### config.mk
export PLATFORM = sky130hd
export DESIGN_NAME = fetch
export DESIGN_NICKNAME = d
export VERILOG_FILES = /design/src/rtl/fetch.sv
export SDC_FILE = /design/constraint.sdc
export NUM_CORES = 1
export LEC_CHECK = 0
export ABC_AREA = 1
export CELL_PAD_IN_SITES_DETAIL_PLACEMENT = 1
export CELL_PAD_IN_SITES_GLOBAL_PLACEMENT = 2
export CORE_ASPECT_RATIO = 0.7
export CORE_MARGIN = 2
export CORE_UTILIZATION = 30
export DETAILED_ROUTE_END_ITERATION = 16
export HOLD_SLACK_MARGIN = 0.15
export PLACE_DENSITY = 0.93
export SLEW_MARGIN = 20
export SYNTH_ARGS = -nofsm -noshare
export SYNTH_HDL_FRONTEND = slang
export SYNTH_SLANG_ARGS = --single-unit
### constraint.sdc
create_clock -name clk -period 4.5 [get_ports clk]
set_input_delay 0.675 -clock clk [delete_from_list [all_inputs] [get_ports clk]]
set_output_delay 0.675 -clock clk [all_outputs]
set_load 0.005 [all_outputs]
### src/rtl/fetch.sv
// fetch: instruction fetch front end.
// Walks sequential PCs from RESET_PC, keeps one instruction-memory request in
// flight, and hands PC/instr/excep/valid to decode through an output register
// backed by a one-entry skid buffer.
// Optional build macro FETCH_PERF_EN adds the perf_instr_count and
// perf_stall_cycles counters.

`ifndef ADDR_SIZE
`define ADDR_SIZE 31
`endif
`ifndef INSTR_SIZE
`define INSTR_SIZE 31
`endif
`ifndef EX_WIDTH
`define EX_WIDTH 1
`endif
`ifndef EX_NONE
`define EX_NONE 2'd0
`endif
`ifndef EX_FETCH_FAULT
`define EX_FETCH_FAULT 2'd1
`endif
`ifndef EX_FETCH_MISALIGNED
`define EX_FETCH_MISALIGNED 2'd2
`endif

module fetch #(
    parameter logic [`ADDR_SIZE:0]  RESET_PC  = 32'h0000_0000,
    parameter logic [`INSTR_SIZE:0] NOP_INSTR = 32'h0000_0013
) (
    input  logic                   clk,
    input  logic                   reset,
    output logic                   imem_req_valid,
    output logic [`ADDR_SIZE:0]    imem_req_addr,
    input  logic                   imem_req_ready,
    input  logic                   imem_resp_valid,
    input  logic [`INSTR_SIZE:0]   imem_resp_data,
    input  logic                   imem_resp_err,
    output logic [`ADDR_SIZE:0]    PC_out,
    output logic [`INSTR_SIZE:0]   instr_out,
    output logic [`EX_WIDTH:0]     excep_out,
    output logic                   pipeline_out_valid,
    input  logic                   stall,
    input  logic                   flush,
    input  logic [`ADDR_SIZE:0]    redirect_pc
`ifdef FETCH_PERF_EN
    ,
    output logic [31:0]            perf_instr_count,
    output logic [31:0]            perf_stall_cycles
`endif
);

    localparam logic [`ADDR_SIZE:0] PC_STEP = 4;

    typedef enum logic [1:0] {
        S_REQ  = 2'd0,
        S_WAIT = 2'd1,
        S_HALT = 2'd2
    } state_t;

    state_t r_state;
    state_t w_state_next;

    logic [`ADDR_SIZE:0]  r_pc;
    logic                 r_drop;

    logic                 r_out_valid;
    logic [`ADDR_SIZE:0]  r_out_pc;
    logic [`INSTR_SIZE:0] r_out_instr;
    logic [`EX_WIDTH:0]   r_out_excep;

    logic                 r_skid_full;
    logic [`ADDR_SIZE:0]  r_skid_pc;
    logic [`INSTR_SIZE:0] r_skid_instr;
    logic [`EX_WIDTH:0]   r_skid_excep;

    logic                 w_req_valid;
    logic                 w_req_fire;
    logic                 w_consume;
    logic                 w_out_free;
    logic                 w_new_entry;
    logic                 w_pc_adv;
    logic                 w_outstanding;
    logic [`ADDR_SIZE:0]  w_ent_pc;
    logic [`INSTR_SIZE:0] w_ent_instr;
    logic [`EX_WIDTH:0]   w_ent_excep;

    assign w_req_fire    = w_req_valid & imem_req_ready;
    assign w_consume     = r_out_valid & ~stall;
    assign w_out_free    = ~r_out_valid | w_consume;
    // A response is still owed after this cycle if one was pending and none arrived now.
    assign w_outstanding = (r_drop | (r_state == S_WAIT)) & ~imem_resp_valid;

    assign imem_req_valid     = w_req_valid;
    assign imem_req_addr      = r_pc;
    assign PC_out             = r_out_pc;
    assign instr_out          = r_out_instr;
    assign excep_out          = r_out_excep;
    assign pipeline_out_valid = r_out_valid;

    // Next-state, request issue and new output entry formation.
    always_comb begin
        w_state_next = r_state;
        w_req_valid  = 1'b0;
        w_new_entry  = 1'b0;
        w_pc_adv     = 1'b0;
        w_ent_pc     = r_pc;
        w_ent_instr  = NOP_INSTR;
        w_ent_excep  = `EX_NONE;
        case (r_state)
            S_REQ: begin
                // Hold off while a stale response is owed or the skid slot is taken.
                if (!r_skid_full && !r_drop) begin
                    if (r_pc[1:0] != 2'b00) begin
                        w_new_entry  = 1'b1;
                        w_ent_excep  = `EX_FETCH_MISALIGNED;
                        w_state_next = S_HALT;
                    end else begin
                        w_req_valid = reset;
                        if (reset && imem_req_ready) begin
                            w_state_next = S_WAIT;
                        end
                    end
                end
            end
            S_WAIT: begin
                if (imem_resp_valid) begin
                    w_new_entry = 1'b1;
                    w_ent_instr = imem_resp_data;
                    if (imem_resp_err) begin
                        w_ent_excep  = `EX_FETCH_FAULT;
                        w_state_next = S_HALT;
                    end else begin
                        w_pc_adv     = 1'b1;
                        w_state_next = S_REQ;
                    end
                end
            end
            S_HALT: begin
                w_state_next = S_HALT;
            end
            default: begin
                w_state_next = S_REQ;
            end
        endcase
    end

    // State register; reset beats flush, flush restarts fetching.
    always_ff @(posedge clk) begin
        if (!reset) begin
            r_state <= S_REQ;
        end else if (flush) begin
            r_state <= S_REQ;
        end else begin
            r_state <= w_state_next;
        end
    end

    // Fetch PC and the flag that swallows a response belonging to abandoned work.
    always_ff @(posedge clk) begin
        if (!reset) begin
            r_pc   <= RESET_PC;
            r_drop <= w_outstanding;
        end else if (flush) begin
            r_pc   <= redirect_pc;
            r_drop <= w_outstanding | w_req_fire;
        end else begin
            if (w_pc_adv) begin
                r_pc <= r_pc + PC_STEP;
            end
            if (r_drop && imem_resp_valid) begin
                r_drop <= 1'b0;
            end
        end
    end

    // Output register and skid buffer; output refills from skid first to keep PC order.
    always_ff @(posedge clk) begin
        if (!reset) begin
            r_out_valid  <= 1'b0;
            r_out_pc     <= '0;
            r_out_instr  <= '0;
            r_out_excep  <= `EX_NONE;
            r_skid_full  <= 1'b0;
            r_skid_pc    <= '0;
            r_skid_instr <= '0;
            r_skid_excep <= `EX_NONE;
        end else if (flush) begin
            r_out_valid <= 1'b0;
            r_skid_full <= 1'b0;
        end else if (w_out_free) begin
            if (r_skid_full) begin
                r_out_valid <= 1'b1;
                r_out_pc    <= r_skid_pc;
                r_out_instr <= r_skid_instr;
                r_out_excep <= r_skid_excep;
                r_skid_full <= 1'b0;
            end else if (w_new_entry) begin
                r_out_valid <= 1'b1;
                r_out_pc    <= w_ent_pc;
                r_out_instr <= w_ent_instr;
                r_out_excep <= w_ent_excep;
            end else begin
                r_out_valid <= 1'b0;
            end
        end else if (w_new_entry) begin
            r_skid_full  <= 1'b1;
            r_skid_pc    <= w_ent_pc;
            r_skid_instr <= w_ent_instr;
            r_skid_excep <= w_ent_excep;
        end
    end

`ifdef FETCH_PERF_EN
    // Performance counters: clean instructions consumed, and cycles held by stall.
    always_ff @(posedge clk) begin
        if (!reset) begin
            perf_instr_count  <= '0;
            perf_stall_cycles <= '0;
        end else begin
            if (w_consume && (r_out_excep == `EX_NONE)) begin
                perf_instr_count <= perf_instr_count + 32'd1;
            end
            if (stall && r_out_valid) begin
                perf_stall_cycles <= perf_stall_cycles + 32'd1;
            end
        end
    end
`endif

endmodule

==> impl_results.md <==
- Outcome: finished clean
- Relative slew slack: about 40%
- Ys Warns: 0
- CTS Root Cell: clkbuf_16
- Via/cell ratio: 4.99
- Critical path class: primary input to flop
- Tightest Pin Transition: around 0.90 ns
- Crit. End Element: flop
- Setup_tns: 0 ns
- First drt pass iteration count: 5
- Count of different cell masters after synthesis: 35
- Fin crit share: ~70%
- Final Hold Vio Count: 0
- R2R setup slack: around 1.9 ns
- Vias: around 8000
- Post-Route Utilization: between 40% and 50%
- Synth area leader: dfxtp_1
- Syn Area/Cell: between 6 and 7 um2
- Worst Path Max Fanout: 40
- Layout cells sized above 1: between 4 and 5%
- Fmax: between 300 and 400 MHz
- Via count of the first global-routing pass: around 7900
- Setup crit start: imem_resp_valid
- Post-Syn Nets: roughly 1200
- ANT cells: 0
- Yosys reg bits: roughly 170
- Static Leak: 0.00373 uW
- Reg2Reg Depth: 10
- Most used DFF post-synth: dfxtp_1
- Crit start category: primary input
- Crit path arrival time: 3.47 ns
- H-tree Lvls: 4
- Post-synthesis sequential area ratio: roughly 44%
- Fin nets: ~1300
- Unrepaired setup endpoints after global routing: false
- # port buffers: 170
- VDD IR max: between 0.2 and 0.3 mV
- DP HPWL: between 15000 and 20000 um
- Hold Path Class: flop to flop
- R2r startpoint: r_drop$_DFFE_PP_
- DRT Wirelength: approximately 27000 um
- EDFF count, synth: 1
- Post-CTS setup buffer count: 0
- Crit path to: PC_out[26]$_SDFFE_PN0P_
- Hold-fix buffers, CTS: 0
- Routed length per placed instance: 17.2 um
- MaxCap Viol Count: 0
- DRT iter0 DRCs: roughly 390
- Slew Viols, Final: 0
- FF-to-FF End: PC_out[26]$_SDFFE_PN0P_
- DIE WIDTH: roughly 200 um
- Final Setup Violations: 0
- Layout Area Growth over Synthesis: 32.1%
- Tot GR Track Use: ~21%
- Clock Path Buffers: 2
- Top-count cell post-synth: nor2_1
- Post-route ant nets: 0
- CTS buffer count: 17
- Wire length of the first global-routing pass: roughly 44000 um
- Ranking of synthesized cells by area: dfxtp_1 (43%), o21ai_0 (10%), nor2_1 (9.6%)
- Post-synthesis cell area: ~7700 um2
- Synth Instances: ~1100
- I/O pins: between 150 and 200
- Final GP Congestion: around 0.85
- Worst-path clk slew: ~0.06 ns
- Synth top cells by count: nor2_1 (197), nand2_1 (184), dfxtp_1 (168), o21ai_0 (161), inv_1 (92)
- Area of the core: ~26000 um2
- Drt drc: 0
- Worst Hold Launch: r_skid_instr[23]$_SDFFE_PN0P_
- Cell Pwr Density: 372 nW/um2
- Initial Util: about 30%
- Die Area: around 27000 um2
- Die height: between 100 and 150 um
- Asr flop ratio synth: 0%
- CP Data Required Time: between 4 and 5 ns
- Initial antenna violation count: 0
- Largest net degree at the start of global routing: 100
- Total grt overflow: 0
- CTS tree: done
- Worst hold margin: 0.448 ns
- PostCTS Resize Cnt: 0
- Clock sink total: ~170
- Min Tclk post-route: roughly 3.1 ns
- Final setup skew: 0.0114 ns
- Cell Rows: approximately 50
- Worst-Skew Late Latency: 0.43 ns
- Share of Yosys cell area claimed by the top area cell type: a little over two fifths
metrics by stage:
| stage | instance area (um2) | total power, uW | std cells | worst slack (ns) |
|---|---|---|---|---|
| finish | 10200 | 3810 | 1598 | 1.39 |
| global route | 10200 | 3980 | 1598 | 1.13 |
| CTS | 10200 | 3850 | 1598 | 1.39 |
| detailed placement | 9610 | 2300 | 1566 | 0.972 |
| global placement | 9610 | 2280 | 1566 | 1.08 |
| floorplan | 7740 | 1960 | 1127 | 2.76 |
cells in the final DEF (no fill, tap or decap), drive strengths merged, types with 2 or more instances in the layout:
cell type      Yosys  routed
inv               99      98
buf               31      11
a22oi              2       2
o21ai            192     192
xor2               9       9
a21oi             80      80
clkinv             1       7
clkbuf            41      21
bufinv             0       3
dfxtp            168     168
a31oi             11      11
nand3             59      59
nor2             201     201
a211oi            23      23
clkinvlp           0       3
nand2            188     188
nor3               7       7
clkdlybuf4s50      0     169
nand4              5       5
a21boi             2       2
sequential cells by signal (all words and copies together) (netlist names):
name	flops
imem_req_addr	32
pipeline_out_valid	1
PC_out	32
r_skid_instr	32
excep_out	2
r_skid_excep	2
r_state	2
r_skid_full	1
instr_out	32
r_skid_pc	32
r_drop	1
critical path, stage by stage:
cell             delay (ns)
clkdlybuf4s50_1        0.80
inv_2                  0.10
nor2_4                 0.14
inv_2                  0.09
nand2_4                0.09
inv_2                  0.05
nand2_2                0.07
nand2_2                0.34
inv_2                  0.58
buf_12                 0.31
nor2_1                 0.08
nor2_1                 0.11
report_power, final:
part	leakage [uW]	internal (uW)	total (uW)	switching, uW
sequential	0.00138	1590	1670	77.5
clock	0.000295	917	1540	626
combinational	0.00205	290	593	303
kinds of logic (layout without fill, tap and decap cells):
logic type	count (synthesis)	in the layout	share of synthesized area [%]
fa+ha+maj	1	1	0.162
simple gates	464	464	24.5
flops	169	169	43.8
xor+xnor	9	9	1.02
compound gates	312	312	21.3
buf+inv	172	312	9.20
how the worst min path moves through the flow:
stage / end / slack, ns / depth (start not counted)
2_1_floorplan: r_skid_instr[11]$_SDFFE_PN0P_ / 0.42 / 2
3_3_place_gp: r_skid_instr[24]$_SDFFE_PN0P_ / 0.43 / 2
3_5_place_dp: r_skid_instr[23]$_SDFFE_PN0P_ / 0.44 / 2
4_1_cts: r_skid_instr[23]$_SDFFE_PN0P_ / 0.45 / 2
5_1_grt: r_skid_instr[18]$_SDFFE_PN0P_ / 0.48 / 2
6_report: r_skid_instr[23]$_SDFFE_PN0P_ / 0.45 / 2
routing by layer:
metal | track usage [%] | vias up | wire length, um
met5 | 0 | - | 0
met4 | 4.19 | 0 | 238
met3 | 4.66 | 11 | 1390
met2 | 30.8 | 180 | 11700
met1 | 30.0 | 3846 | 14100
li1 | - | 3933 | -
cell type report:
| class | instances | area [um2] |
|---|---|---|
| Fill cell | 3190 | 15300 |
| Tap cell | 331 | 414 |
| Inverter | 100 | 377 |
| Clock buffer | 21 | 470 |
| Timing Repair Buffer | 180 | 1790 |
| Clock inverter | 11 | 145 |
| Sequential cell | 169 | 3390 |
| Multi-Input combinational cell | 786 | 3640 |
Power figures use the tool's default switching activity.
